==> src/rtl/sample_frame_streamer.sv <==
// Buffers multi-channel ADC sample sets and streams each one as a byte frame to a UART.
// Build option STREAM_HEX_EN selects ASCII hex framing instead of binary sync framing.
module sample_frame_streamer #(
   parameter int         CHANNELS   = 2,
   parameter int         SAMPLE_W   = 14,
   parameter int         FIFO_DEPTH = 4,
   parameter logic [7:0] SYNC_BYTE  = 8'hA5
) (
   input  logic                             clk,
   input  logic                             rst,
   input  logic                             sample_valid,
   input  logic [CHANNELS*SAMPLE_W-1:0]     sample_data,
   input  logic                             tx_busy,
   output logic                             tx_start,
   output logic [7:0]                       tx_data,
   output logic                             overflow,
   input  logic                             clear_ovf,
   output logic [$clog2(FIFO_DEPTH+1)-1:0]  fifo_level
);

   localparam int SET_W = CHANNELS * SAMPLE_W;
   localparam int AW    = $clog2(FIFO_DEPTH);
   localparam int LW    = $clog2(FIFO_DEPTH + 1);
`ifdef STREAM_HEX_EN
   localparam int NBYTES = 5 * CHANNELS + 1;
`else
   localparam int NBYTES = 1 + 2 * CHANNELS;
`endif
   localparam int IW = $clog2(NBYTES + 1);

   typedef enum logic [1:0] {IDLE, SEND, WAIT_ACK, WAIT_DONE} state_t;

   state_t           state_reg;
   logic [IW-1:0]    byte_idx_reg;
   logic [1:0]       guard_cnt_reg;
   logic [SET_W-1:0] frame_reg;
   logic             tx_start_reg;
   logic [7:0]       tx_data_reg;
   logic             overflow_reg;

   logic [SET_W-1:0] mem [FIFO_DEPTH];
   logic [LW-1:0]    wr_ptr_reg, rd_ptr_reg;
   logic             empty, full, pop, push, drop;

   // Extra pointer MSB tells full from empty when the address bits match.
   assign empty = (wr_ptr_reg == rd_ptr_reg);
   assign full  = (wr_ptr_reg[LW-1] != rd_ptr_reg[LW-1]) &&
                  (wr_ptr_reg[AW-1:0] == rd_ptr_reg[AW-1:0]);
   assign pop   = (state_reg == IDLE) && !empty;
   assign push  = sample_valid && (!full || pop);
   assign drop  = sample_valid && full && !pop;

   always_ff @(posedge clk) begin
      if (push)
         mem[wr_ptr_reg[AW-1:0]] <= sample_data;
   end

   always_ff @(posedge clk or posedge rst) begin
      if (rst) begin
         wr_ptr_reg   <= '0;
         rd_ptr_reg   <= '0;
         overflow_reg <= 1'b0;
      end else begin
         if (push) wr_ptr_reg <= wr_ptr_reg + LW'(1);
         if (pop)  rd_ptr_reg <= rd_ptr_reg + LW'(1);
         if (drop)
            overflow_reg <= 1'b1;
         else if (clear_ovf)
            overflow_reg <= 1'b0;
      end
   end

   function automatic logic [7:0] hex_char(input logic [3:0] n);
      hex_char = (n < 4'd10) ? {4'h3, n} : (8'h37 + {4'h0, n});
   endfunction

   // While idle the next byte comes from the FIFO head, otherwise from the frame register.
   logic [SET_W-1:0] src_set;
   logic [15:0]      word [CHANNELS];
   logic [7:0]       frame_bytes [NBYTES];

   assign src_set = (state_reg == IDLE) ? mem[rd_ptr_reg[AW-1:0]] : frame_reg;

   genvar gi;
   generate
      for (gi = 0; gi < CHANNELS; gi++) begin : g_chan
         assign word[gi] = 16'($signed(src_set[gi*SAMPLE_W +: SAMPLE_W]));
`ifdef STREAM_HEX_EN
         assign frame_bytes[5*gi]   = hex_char(word[gi][15:12]);
         assign frame_bytes[5*gi+1] = hex_char(word[gi][11:8]);
         assign frame_bytes[5*gi+2] = hex_char(word[gi][7:4]);
         assign frame_bytes[5*gi+3] = hex_char(word[gi][3:0]);
         assign frame_bytes[5*gi+4] = (gi == CHANNELS - 1) ? 8'h0D : 8'h2C;
`else
         assign frame_bytes[2*gi+1] = word[gi][15:8];
         assign frame_bytes[2*gi+2] = word[gi][7:0];
`endif
      end
   endgenerate

`ifdef STREAM_HEX_EN
   assign frame_bytes[NBYTES-1] = 8'h0A;
`else
   assign frame_bytes[0] = SYNC_BYTE;
`endif

   logic [IW-1:0] sel_idx;
   logic [7:0]    byte_next;

   always_comb begin
      sel_idx   = (state_reg == IDLE) ? '0 : byte_idx_reg + IW'(1);
      byte_next = 8'h00;
      for (int i = 0; i < NBYTES; i++)
         if (sel_idx == IW'(i))
            byte_next = frame_bytes[i];
   end

   // tx_start/tx_data are loaded on entry to SEND so the pulse coincides with SEND.
   always_ff @(posedge clk or posedge rst) begin
      if (rst) begin
         state_reg     <= IDLE;
         byte_idx_reg  <= '0;
         guard_cnt_reg <= '0;
         frame_reg     <= '0;
         tx_start_reg  <= 1'b0;
         tx_data_reg   <= 8'h00;
      end else begin
         tx_start_reg <= 1'b0;
         case (state_reg)
            IDLE: begin
               if (!empty) begin
                  frame_reg    <= mem[rd_ptr_reg[AW-1:0]];
                  byte_idx_reg <= '0;
                  tx_start_reg <= 1'b1;
                  tx_data_reg  <= byte_next;
                  state_reg    <= SEND;
               end
            end
            SEND: begin
               guard_cnt_reg <= '0;
               state_reg     <= WAIT_ACK;
            end
            WAIT_ACK: begin
               // A busy that never rises must not stall the stream.
               if (tx_busy || guard_cnt_reg == 2'd3)
                  state_reg <= WAIT_DONE;
               else
                  guard_cnt_reg <= guard_cnt_reg + 2'd1;
            end
            WAIT_DONE: begin
               if (!tx_busy) begin
                  if (byte_idx_reg == IW'(NBYTES - 1)) begin
                     state_reg <= IDLE;
                  end else begin
                     byte_idx_reg <= byte_idx_reg + IW'(1);
                     tx_start_reg <= 1'b1;
                     tx_data_reg  <= byte_next;
                     state_reg    <= SEND;
                  end
               end
            end
            default: state_reg <= IDLE;
         endcase
      end
   end

   assign tx_start   = tx_start_reg;
   assign tx_data    = tx_data_reg;
   assign overflow   = overflow_reg;
   assign fifo_level = wr_ptr_reg - rd_ptr_reg;

endmodule
==> config.mk <==
export PLATFORM = sky130hd
export DESIGN_NAME = sample_frame_streamer
export DESIGN_NICKNAME = d
export VERILOG_FILES = /design/src/rtl/sample_frame_streamer.sv
export SDC_FILE = /design/constraint.sdc
export NUM_CORES = 1
export LEC_CHECK = 0
export BUFFER_PORTS_ARGS = -buffer_cell sky130_fd_sc_hd__buf_4
export CORE_ASPECT_RATIO = 1.1
export CORE_UTILIZATION = 30
export DETAILED_ROUTE_END_ITERATION = 12
export PLACE_DENSITY = 0.51
export SYNTH_ARGS = -nofsm -noshare
export SYNTH_HDL_FRONTEND = slang
export SYNTH_SLANG_ARGS = --single-unit
==> constraint.sdc <==
create_clock -name clk -period 3.25 [get_ports clk]
set_input_delay 0.8125 -clock clk [delete_from_list [all_inputs] [get_ports clk]]
set_output_delay 0.8125 -clock clk [all_outputs]
set_load 0.05 [all_outputs]
==> qor.txt, run 1 <==
status - complete, no violations
placed insts - 700
number of flip-flops in the largest register - 112
Adder-Cell Fraction of Synth Area - 3.11%
minimum clock period - 2.70 ns
Slowest cell on crit path - dfrtp_1
cells resized by post-CTS repair - 0
GRT met2 Usage - 21.0%
Tightest Pin Transition - 0.641 ns
largest cells by area after synthesis - edfxtp_1 (50%), dfrtp_1 (19%), mux4_2 (9.5%)
worst min path class - in -> async
Post-CTS Setup Bufs - 0
full die area - 22,800 sq um
Mapped Avg Cell Area - 17.9 sq um
post-synthesis mux area share - 15.6%
Vias/cell - 4.65
clock skew - 0.0122 ns
Final #Nets - 478
TritonRoute pass-1 iters - 4
syn nets - 421
WL final - 12.6 mm
Compound-Gate Fraction of Synth Area - 4.48%
Distinct cells, synth - 46
sw frac - 34.0%
Pint - 5.51 mW
FILL cells - 2,080
Synth top cells by count - edfxtp_1 (112), dfrtp_1 (51), mux2_2 (32)
power density cells - 1050 nW/um^2
Top FF cell, synth - edfxtp_1
crit-path cells - inv_1, ha_1, fa_1, xnor2_1, buf_4
most frequent cell after synthesis - edfxtp_1
Max VDD drop - 0.329 mV
Multi-input gate area - 1870 sq um
largest family of logic cells by synthesized area - multiplexers
initial core utilization - 30.9%
busiest grt layer - met2
Fin Setup TNS - 0 ns
Synth Cell Area - 6670 sq um
residual DRC count - 0
slowest cell delay on critical path - 0.37 ns
Clk pwr share - 25.1%
ant diodes - 0
Seq/Total Area, Yosys - 69.5%
dpl ws - 0.797 ns
Iter 0 DRT Violations - 256
Post-synth EDFFs - 112
grt total ovfl - 0
Post-Synth Simple-Gate Area - 3.53%
Logic pwr share - 36.3%
CTS tree - built
Final Slew Violations - 0
total power - 8.34 mW
Clock Sinks - 163
clk slew on worst S/H paths - 0.06 ns
fin crit share - 83.1%
met3 Use GR - 2.08%
Synth Area in XOR/XNOR - 1.29%
met1 Resource Use GR - 14.9%
NetSw - 2.84 mW
layout cells sized above 1 - 34.6%
IO Port Bufs - 45
FF+latch area - 4640 sq um
number of H-tree levels - 4
core area - 21,600 sq um
first-pass GRT wire length - 20.1 mm
dpl hpwl - 8.22 mm
Finished Layout Cells - 732
maxcap violations - 0
RSZ-0062 raised after global routing - no
die span in y - 158 microns
synth warn - 0
share of the synthesized area in the top cell type - 50.4%
Num CTS Buffers - 17
Area Overhead vs Synth - 19.5%
Setup-failing EPs final - 0
sequential share of power - 38.6%
#FFs+latches synth - 163
GRT Util Overall - 12.2%
Syn Inst Count - 372
Root Driver - clkbuf_16
CP required - 2.44 ns
Vias - 3,403
antenna violations before repair - 0
Peak Freq - 370 MHz
GP Congestion - 0.826
worst-skew pair later-pin latency - 0.42 ns
I/O Pins - 46
asr flop ratio synth - 31.3%
vias in the first global route - 3,644
Final Hold Viols - 0
crit path max fanout - 4
Worst EP arrival - 1.89 ns
Clock Tree Buf Depth - 2
startpoint type of the worst setup path - flop
routed len/inst - 17.3 microns
relative slew slack - 57.2%
final setup margin - 0.548 ns
cts hold-fix bufs - 0
die width - 144 microns
Core Rows - 56
Lkg Pwr - 2.92 nW
Setup Crit Path Kind - reg -> out
CP endpoint kind - output pin
Yosys top cell by area - edfxtp_1
Routed Antenna Nets - 0
largest net degree at the start of global routing - 33
==> worst max-delay path, delay by kind of cell (launching register included) <==
family,cells,cell delay [ns]
DFF,1,0.37
xor gates and xnor gates,1,0.16
buffers and inverters,2,0.33
adders and majority gates,2,0.60
==> area by class of cell <==
type | instances | area share, %
well taps | 290 | 4.55
inverters | 16 | 0.753
clock buffers | 18 | 5.38
clock inverters | 14 | 2.54
multi-input cells | 177 | 23.5
repair buffers | 54 | 5.08
flip-flops and latches | 163 | 58.2
==> worst paths after layout <==
path	start	endpoint	slack [ns]	cells after the start
max	wr_ptr_reg[0]$_DFFE_PP0N_	fifo_level[2]	0.55	5
min	rst	rd_ptr_reg[0]$_DFFE_PP0P_	0.45	2
max reg2reg	byte_idx_reg[0]$_DFFE_PP0P_	tx_data[0]$_DFFE_PP0P_	0.77	7
min reg2reg	guard_cnt_reg[0]$_DFFE_PP0P_	guard_cnt_reg[0]$_DFFE_PP0P_	0.51	1
max in group asynchronous	rst	byte_idx_reg[1]$_DFFE_PP0P_	2.02	3
min in group clk	guard_cnt_reg[0]$_DFFE_PP0P_	guard_cnt_reg[0]$_DFFE_PP0P_	0.51	1
==> layout by cell type, fill, tap and decap left out, types with 6 or more instances in the layout <==
| cell type | netlist | routed |
|---|---|---|
| nand2_1 | 6 | 6 |
| mux4_2 | 28 | 28 |
| nor2_1 | 8 | 8 |
| mux2_2 | 32 | 32 |
| nand3_1 | 8 | 8 |
| a21oi_1 | 11 | 11 |
| inv_1 | 15 | 14 |
| clkbuf_16 | 0 | 17 |
| o21ai_0 | 8 | 8 |
| dfrtp_1 | 51 | 50 |
| ha_1 | 15 | 15 |
| buf_4 | 4 | 54 |
| edfxtp_1 | 112 | 112 |
==> logic make-up (layout without fill, tap and decap cells) <==
family / count (synthesis) / count (layout)
muxes: 65 / 65
and+or+nand+nor: 43 / 43
adders and majority gates: 16 / 16
DFF: 163 / 163
AOI/OAI and AO/OA: 44 / 44
buffers and inverters: 32 / 102
xor gates and xnor gates: 9 / 9
==> power groups by stage <==
stage	clock, mW	sequential [mW]	combinational [mW]
floorplan	0	3.30	2.21
global placement	0	3.25	3.06
detailed placement	0	3.28	3.11
CTS	2.14	3.23	3.12
global route	2.23	3.29	3.33
finish	2.10	3.22	3.02
==> per-layer routing <==
layer / vias to the layer above / share of wire [%]
met4: 0 / 1.7
met5: - / 0
met3: 13 / 3.0
met2: 60 / 52
li1: 1562 / -
met1: 1768 / 43
==> metrics by stage <==
step | cell area, sq um | hold slack, ns | utilization (%)
2_1_floorplan | 6670 | 0.465 | -
3_3_place_gp | 7340 | 0.498 | 34.0
3_5_place_dp | 7340 | 0.501 | 34.0
4_1_cts | 7970 | 0.456 | 36.9
5_1_grt | 7970 | 0.495 | 36.9
6_report | 7970 | 0.449 | 36.9
No activity file was read; power rests on OpenSTA's default activity.
==> inputs of run 2 (changes only) <==
--- a/config.mk
+++ b/config.mk
@@ -9,7 +9,7 @@
 export CORE_ASPECT_RATIO = 1.1
 export CORE_UTILIZATION = 30
 export DETAILED_ROUTE_END_ITERATION = 12
-export PLACE_DENSITY = 0.51
+export PLACE_DENSITY = 0.53
 export SYNTH_ARGS = -nofsm -noshare
 export SYNTH_HDL_FRONTEND = slang
 export SYNTH_SLANG_ARGS = --single-unit
==> constraint.sdc (replaced) <==
create_clock -name clk -period 2.3 [get_ports clk]
set_input_delay 0.575 -clock clk [delete_from_list [all_inputs] [get_ports clk]]
set_output_delay 0.575 -clock clk [all_outputs]
set_load 0.05 [all_outputs]
==> run 2 against run 1 <==
- die area is the same
- design area up 1.7%
- critical path type unchanged
- critical endpoint is now fifo_level[1]
- total power grew 44%
- sequential power grew 40%
- sequential cell count unchanged
- largest power group is now combinational cells
- highest routed layer unchanged
==> qor.txt, run 2 (same netlist as run 1, synthesis figures left out) <==
maxcap violations - 0
WL final - 12.8 mm
r2r setup slk - 0.23 ns
first-pass GRT wire length - 19.9 mm
clock skew - 0.00674 ns
Multi-input gate area - 1900 sq um
grt total ovfl - 0
ant diodes - 0
die span in y - 158 microns
Reg-to-Reg End - tx_data[5]$_DFFE_PP0P_
power density cells - 1480 nW/um^2
Area Overhead vs Synth - 21.6%
number of H-tree levels - 4
total power - 12.0 mW
CP endpoint kind - output pin
Core Rows - 56
Reg2Reg Depth - 6
slowest cell delay on critical path - 0.52 ns
startpoint type of the worst setup path - flop
core area - 21,600 sq um
Setup Crit Path Kind - reg -> out
Vias/cell - 4.62
antenna violations before repair - 0
placed insts - 705
relative slew slack - 57.7%
cts hold-fix bufs - 0
clk slew on worst S/H paths - 0.06 ns
Final Slew Violations - 0
largest net degree at the start of global routing - 32
fin crit share - 98.7%
number of flip-flops in the largest register - 112
Root Driver - clkbuf_16
CP Depth - 4
Setup-failing EPs final - 0
WP buf/inv - 2
Vias - 3,421
I/O Pins - 46
Iter 0 DRT Violations - 213
dpl hpwl - 8.13 mm
crit-path cells - ha_4, fa_2, inv_2, buf_6
FF+latch area - 4640 sq um
FILL cells - 2,043
Final Hold Viols - 0
Lkg Pwr - 2.97 nW
commonest non-fill, non-tap cell in the layout - edfxtp_1
Num CTS Buffers - 17
minimum clock period - 2.27 ns
Max VDD drop - 0.536 mV
Peak Freq - 440 MHz
Final #Nets - 487
GRT Util Overall - 12.1%
commonest cells after routing, fill and taps aside - edfxtp_1 (112), buf_4 (56), dfrtp_1 (50)
status - complete, no violations
routed len/inst - 17.2 microns
full die area - 22,800 sq um
Util after Layout - 37.6%
dpl cell area - 7450 sq um
worst-skew pair later-pin latency - 0.42 ns
Slowest cell on crit path - fa_2
RSZ-0062 raised after global routing - yes
initial core utilization - 30.9%
CP Launch Point - rd_ptr_reg[0]$_DFFE_PP0P_
vias in the first global route - 3,660
Finished Layout Cells - 741
TritonRoute pass-1 iters - 4
residual DRC count - 0
IO Port Bufs - 45
die width - 144 microns
post-route cell area - 8110 sq um
Tightest Pin Transition - 0.635 ns
worst min path class - in -> async
GP Congestion - 0.843
CP required - 1.73 ns
Clock Sinks - 163
layout cells sized above 1 - 37.5%
Worst EP arrival - 1.70 ns
Routed Antenna Nets - 0
CTS tree - built
Clock Tree Buf Depth - 2
Reg2Reg Launch Point - byte_idx_reg[0]$_DFFE_PP0P_
crit path max fanout - 2
crit path capture - fifo_level[1]
Worst path top cell family by delay - adder cells
==> run 2: changes by cell type in the layout (fill, tap and decap cells not counted), sizes merged <==
cell	delta
clkbuf	+4
clkinvlp	+2
bufinv	-1
clkinv	-1
buf	+9
inv	-4
==> run 2: metrics by stage <==
stage	TNS [ns]	hold WS, ns	worst slack (ns)
after global placement	0	0.489	0.280
after detailed placement	0	0.501	0.242
after CTS	0	0.119	0.00354
after global routing	-0.0252	0.130	-0.0162
final	0	0.121	0.0290
after floorplan	0	0.465	0.0645
==> run 2: power breakdown <==
| group | switching (mW) | internal, mW |
|---|---|---|
| Clock | 1.06 | 1.78 |
| Combinational | 2.55 | 2.10 |
| Sequential | 0.412 | 4.10 |
==> run 2: worst register-to-register path, cell delays in order (launching register included) <==
cell and delay (ns):
dfrtp_1 0.44, inv_1 0.14, ha_1 0.23, a21bo_2 0.25, o22ai_2 0.27, and2_1 0.44
a31oi_1 0.15
==> run 2: per-layer routing <==
layer,GRT usage (%),wire [microns],up-vias
li1,-,-,1582
met1,14.2,5350,1754
met2,21.0,6650,67
met3,3.16,457,18
met4,5.21,304,0
met5,0,0,-
==> run 2: repair_timing <==
item,4_1_cts,5_1_grt
pin swaps,1,0
setup endpoints to repair,2,2
buffers inserted,3,1
gates resized for setup,5,2
==> run 2: final cells by class <==
| type | count | share of cell area, % |
|---|---|---|
| Sequential cell | 163 | 57.2 |
| Multi-Input combinational cell | 177 | 23.4 |
| Timing Repair Buffer | 63 | 6.69 |
| Clock buffer | 22 | 5.85 |
| Tap cell | 290 | 4.47 |
| Clock inverter | 10 | 1.62 |
| Inverter | 16 | 0.740 |
==> run 2: worst min path at each step <==
stage,from,endpoint,slack [ns],cells past startpoint
finish,rst,rd_ptr_reg[1]$_DFFE_PP0P_,0.12,2
global route,rst,wr_ptr_reg[1]$_DFFE_PP0N_,0.13,2
CTS,rst,rd_ptr_reg[1]$_DFFE_PP0P_,0.12,2
detailed placement,frame_reg[5]$_DFFE_PP0P_,frame_reg[5]$_DFFE_PP0P_,0.50,1
global placement,guard_cnt_reg[0]$_DFFE_PP0P_,guard_cnt_reg[0]$_DFFE_PP0P_,0.49,1
floorplan,guard_cnt_reg[0]$_DFFE_PP0P_,guard_cnt_reg[0]$_DFFE_PP0P_,0.46,1
==> inputs of run 3 (changes only) <==
--- a/config.mk
+++ b/config.mk
@@ -5,6 +5,7 @@
 export SDC_FILE = /design/constraint.sdc
 export NUM_CORES = 1
 export LEC_CHECK = 0
+export ABC_AREA = 1
 export BUFFER_PORTS_ARGS = -buffer_cell sky130_fd_sc_hd__buf_4
 export CORE_ASPECT_RATIO = 1.1
 export CORE_UTILIZATION = 30
==> run 3 against run 2 <==
- non-clock buffer count up 1
- critical path type unchanged
- worst hold slack better by 0.071 ns
- worst setup slack better by 0.0035 ns
- utilization down 0.39 points
- routed wire length up 14%
- maximum frequency up 0.16%
- first-iteration DRC count up 60%
- total power up 2.6%
- register-to-register slack better by 0.06 ns
==> qor.txt, run 3 <==
status - complete, no violations
Num CTS Buffers - 17
Mapped Avg Cell Area - 11.1 sq um
Tightest Pin Transition - 0.601 ns
Lkg Pwr - 3.33 nW
syn nets - 670
Iter 0 DRT Violations - 341
ant diodes - 0
Routed Antenna Nets - 0
grt total ovfl - 0
dpl hpwl - 9.29 mm
share of the synthesized area in the top cell type - 48.8%
first-pass GRT wire length - 24.3 mm
crit path max fanout - 2
GRT Util Overall - 13.3%
Top FF cell, synth - edfxtp_1
most frequent cell after synthesis - edfxtp_1
cts hold-fix bufs - 0
CTS tree - built
RSZ-0062 raised after global routing - yes
worst-skew pair later-pin latency - 0.42 ns
#FFs+latches synth - 163
Vias - 4,379
Seq/Total Area, Yosys - 67.3%
Synth top cells by count - edfxtp_1 (112), nand2_1 (101), nor2_1 (92)
full die area - 23,600 sq um
Worst EP arrival - 1.69 ns
Synth Cell Area - 6890 sq um
final setup margin - 0.0325 ns
dpl cell area - 7670 sq um
number of H-tree levels - 4
I/O Pins - 46
die width - 147 microns
synth warn - 0
WL final - 14.5 mm
die span in y - 161 microns
worst min path class - in -> async
number of flip-flops in the largest register - 112
GP Congestion - 0.776
largest cells by area after synthesis - edfxtp_1 (49%), dfrtp_1 (19%), nand2_1 (5.5%)
Clock Sinks - 163
startpoint type of the worst setup path - flop
Vias/cell - 4.45
commonest cells after routing, fill and taps aside - edfxtp_1 (112), nand2_1 (101), nor2_1 (88)
Clock Tree Buf Depth - 2
clk slew on worst S/H paths - 0.07 ns
CP endpoint kind - output pin
Final Hold Viols - 0
TritonRoute pass-1 iters - 4
initial core utilization - 30.9%
largest net degree at the start of global routing - 60
Syn Inst Count - 621
post-route cell area - 8310 sq um
Setup Crit Path Kind - reg -> out
Setup-failing EPs final - 0
commonest non-fill, non-tap cell in the layout - edfxtp_1
Max VDD drop - 0.564 mV
fin crit share - 98.6%
asr flop ratio synth - 31.3%
Root Driver - clkbuf_16
Yosys top cell by area - edfxtp_1
CP required - 1.73 ns
Area Overhead vs Synth - 20.5%
power density cells - 1480 nW/um^2
IO Port Bufs - 45
Peak Freq - 441 MHz
Distinct cells, synth - 34
dpl ws - 0.268 ns
residual DRC count - 0
maxcap violations - 0
Final Slew Violations - 0
Post-synth EDFFs - 112
Core Rows - 57
core area - 22,300 sq um
total power - 12.3 mW
Final #Nets - 724
antenna violations before repair - 0
minimum clock period - 2.27 ns
layout cells sized above 1 - 17.6%
vias in the first global route - 4,464
routed len/inst - 14.7 microns
clock skew - 0.0106 ns
relative slew slack - 60.0%
-- run 3: cell count changes after synthesis, moves of 28 or more --
cell / before / now
nand2_1: 6 / 101
nor2_1: 8 / 92
o21ai_0: 8 / 73
inv_1: 15 / 49
mux2_2: 32 / 0
mux4_2: 28 / 0
-- run 3: per-stage QoR --
| step | hold WS (ns) | cells | util, % | TNS (ns) |
|---|---|---|---|---|
| CTS | 0.202 | 982 | 37.1 | 0 |
| detailed placement | 0.471 | 947 | 34.3 | 0 |
| floorplan | 0.450 | 621 | - | -16.40 |
| finish | 0.191 | 983 | 37.2 | 0 |
| global placement | 0.471 | 947 | 34.3 | 0 |
| global route | 0.224 | 983 | 37.2 | -0.0220 |
-- run 3: logic make-up after synthesis --
family	Yosys count	share of synthesized area (%)
AO/OA/AOI/OAI	121	9.72
XOR/XNOR	5	0.636
adder cells (fa/ha/maj)	16	3.01
buffers and inverters	80	5.08
flip-flops	163	67.3
AND/OR/NAND/NOR	236	14.2
-- run 3: layer usage --
| metal | vias up | part of all wire, % | wire length, microns | GRT usage (%) |
|---|---|---|---|---|
| li1 | 2226 | - | - | - |
| met1 | 2082 | 49 | 7120 | 18.6 |
| met2 | 65 | 48 | 6890 | 20.8 |
| met3 | 6 | 2.7 | 387 | 2.64 |
| met4 | 0 | 0.66 | 96 | 4.12 |
| met5 | - | 0 | 0 | 0 |
-- run 3: worst max-delay path: stages, from the launching register on --
cell	delay [ns]
dfrtp_1	0.41
ha_4	0.17
fa_2	0.52
inv_2	0.04
buf_8	0.14
-- run 3: cell type report --
cell class              count  area (sq um)
fillers                  2187         14000
flip-flops and latches    163          4640
multi-input cells         378          1940
repair buffers             64           579
clock buffers              17           425
well taps                 295           369
inverters                  51           196
clock inverters            15           158
-- run 3: final timing paths --
path,from,endpoint,slack [ns],cells past startpoint
max,rd_ptr_reg[0]$_DFFE_PP0P_,fifo_level[1],0.03,4
min,rst,overflow$_DFFE_PP0P_,0.19,2
max reg2reg,rd_ptr_reg[1]$_DFFE_PP0P_,frame_reg[19]$_DFFE_PP0P_,0.29,8
min reg2reg,tx_data[4]$_DFFE_PP0P_,tx_data[4]$_DFFE_PP0P_,0.49,2
max in group asynchronous,rst,frame_reg[6]$_DFFE_PP0P_,1.45,3
min in group clk,clear_ovf,overflow$_DFFE_PP0P_,0.34,2
-- run 3: where the power goes --
part | total (mW) | switching [mW] | internal [mW]
Combinational | 5.16 | 3.45 | 1.72
Clock | 2.75 | 1.30 | 1.45
Sequential | 4.39 | 0.322 | 4.07
Total | 12.3 | 5.07 | 7.23
-- run 3: what timing repair did --
action,CTS,global route
buffers inserted,3,1
hold endpoints to repair,0,0
pin swaps,0,0
resized for setup,5,3
setup endpoints to repair,2,2
cloned,0,0
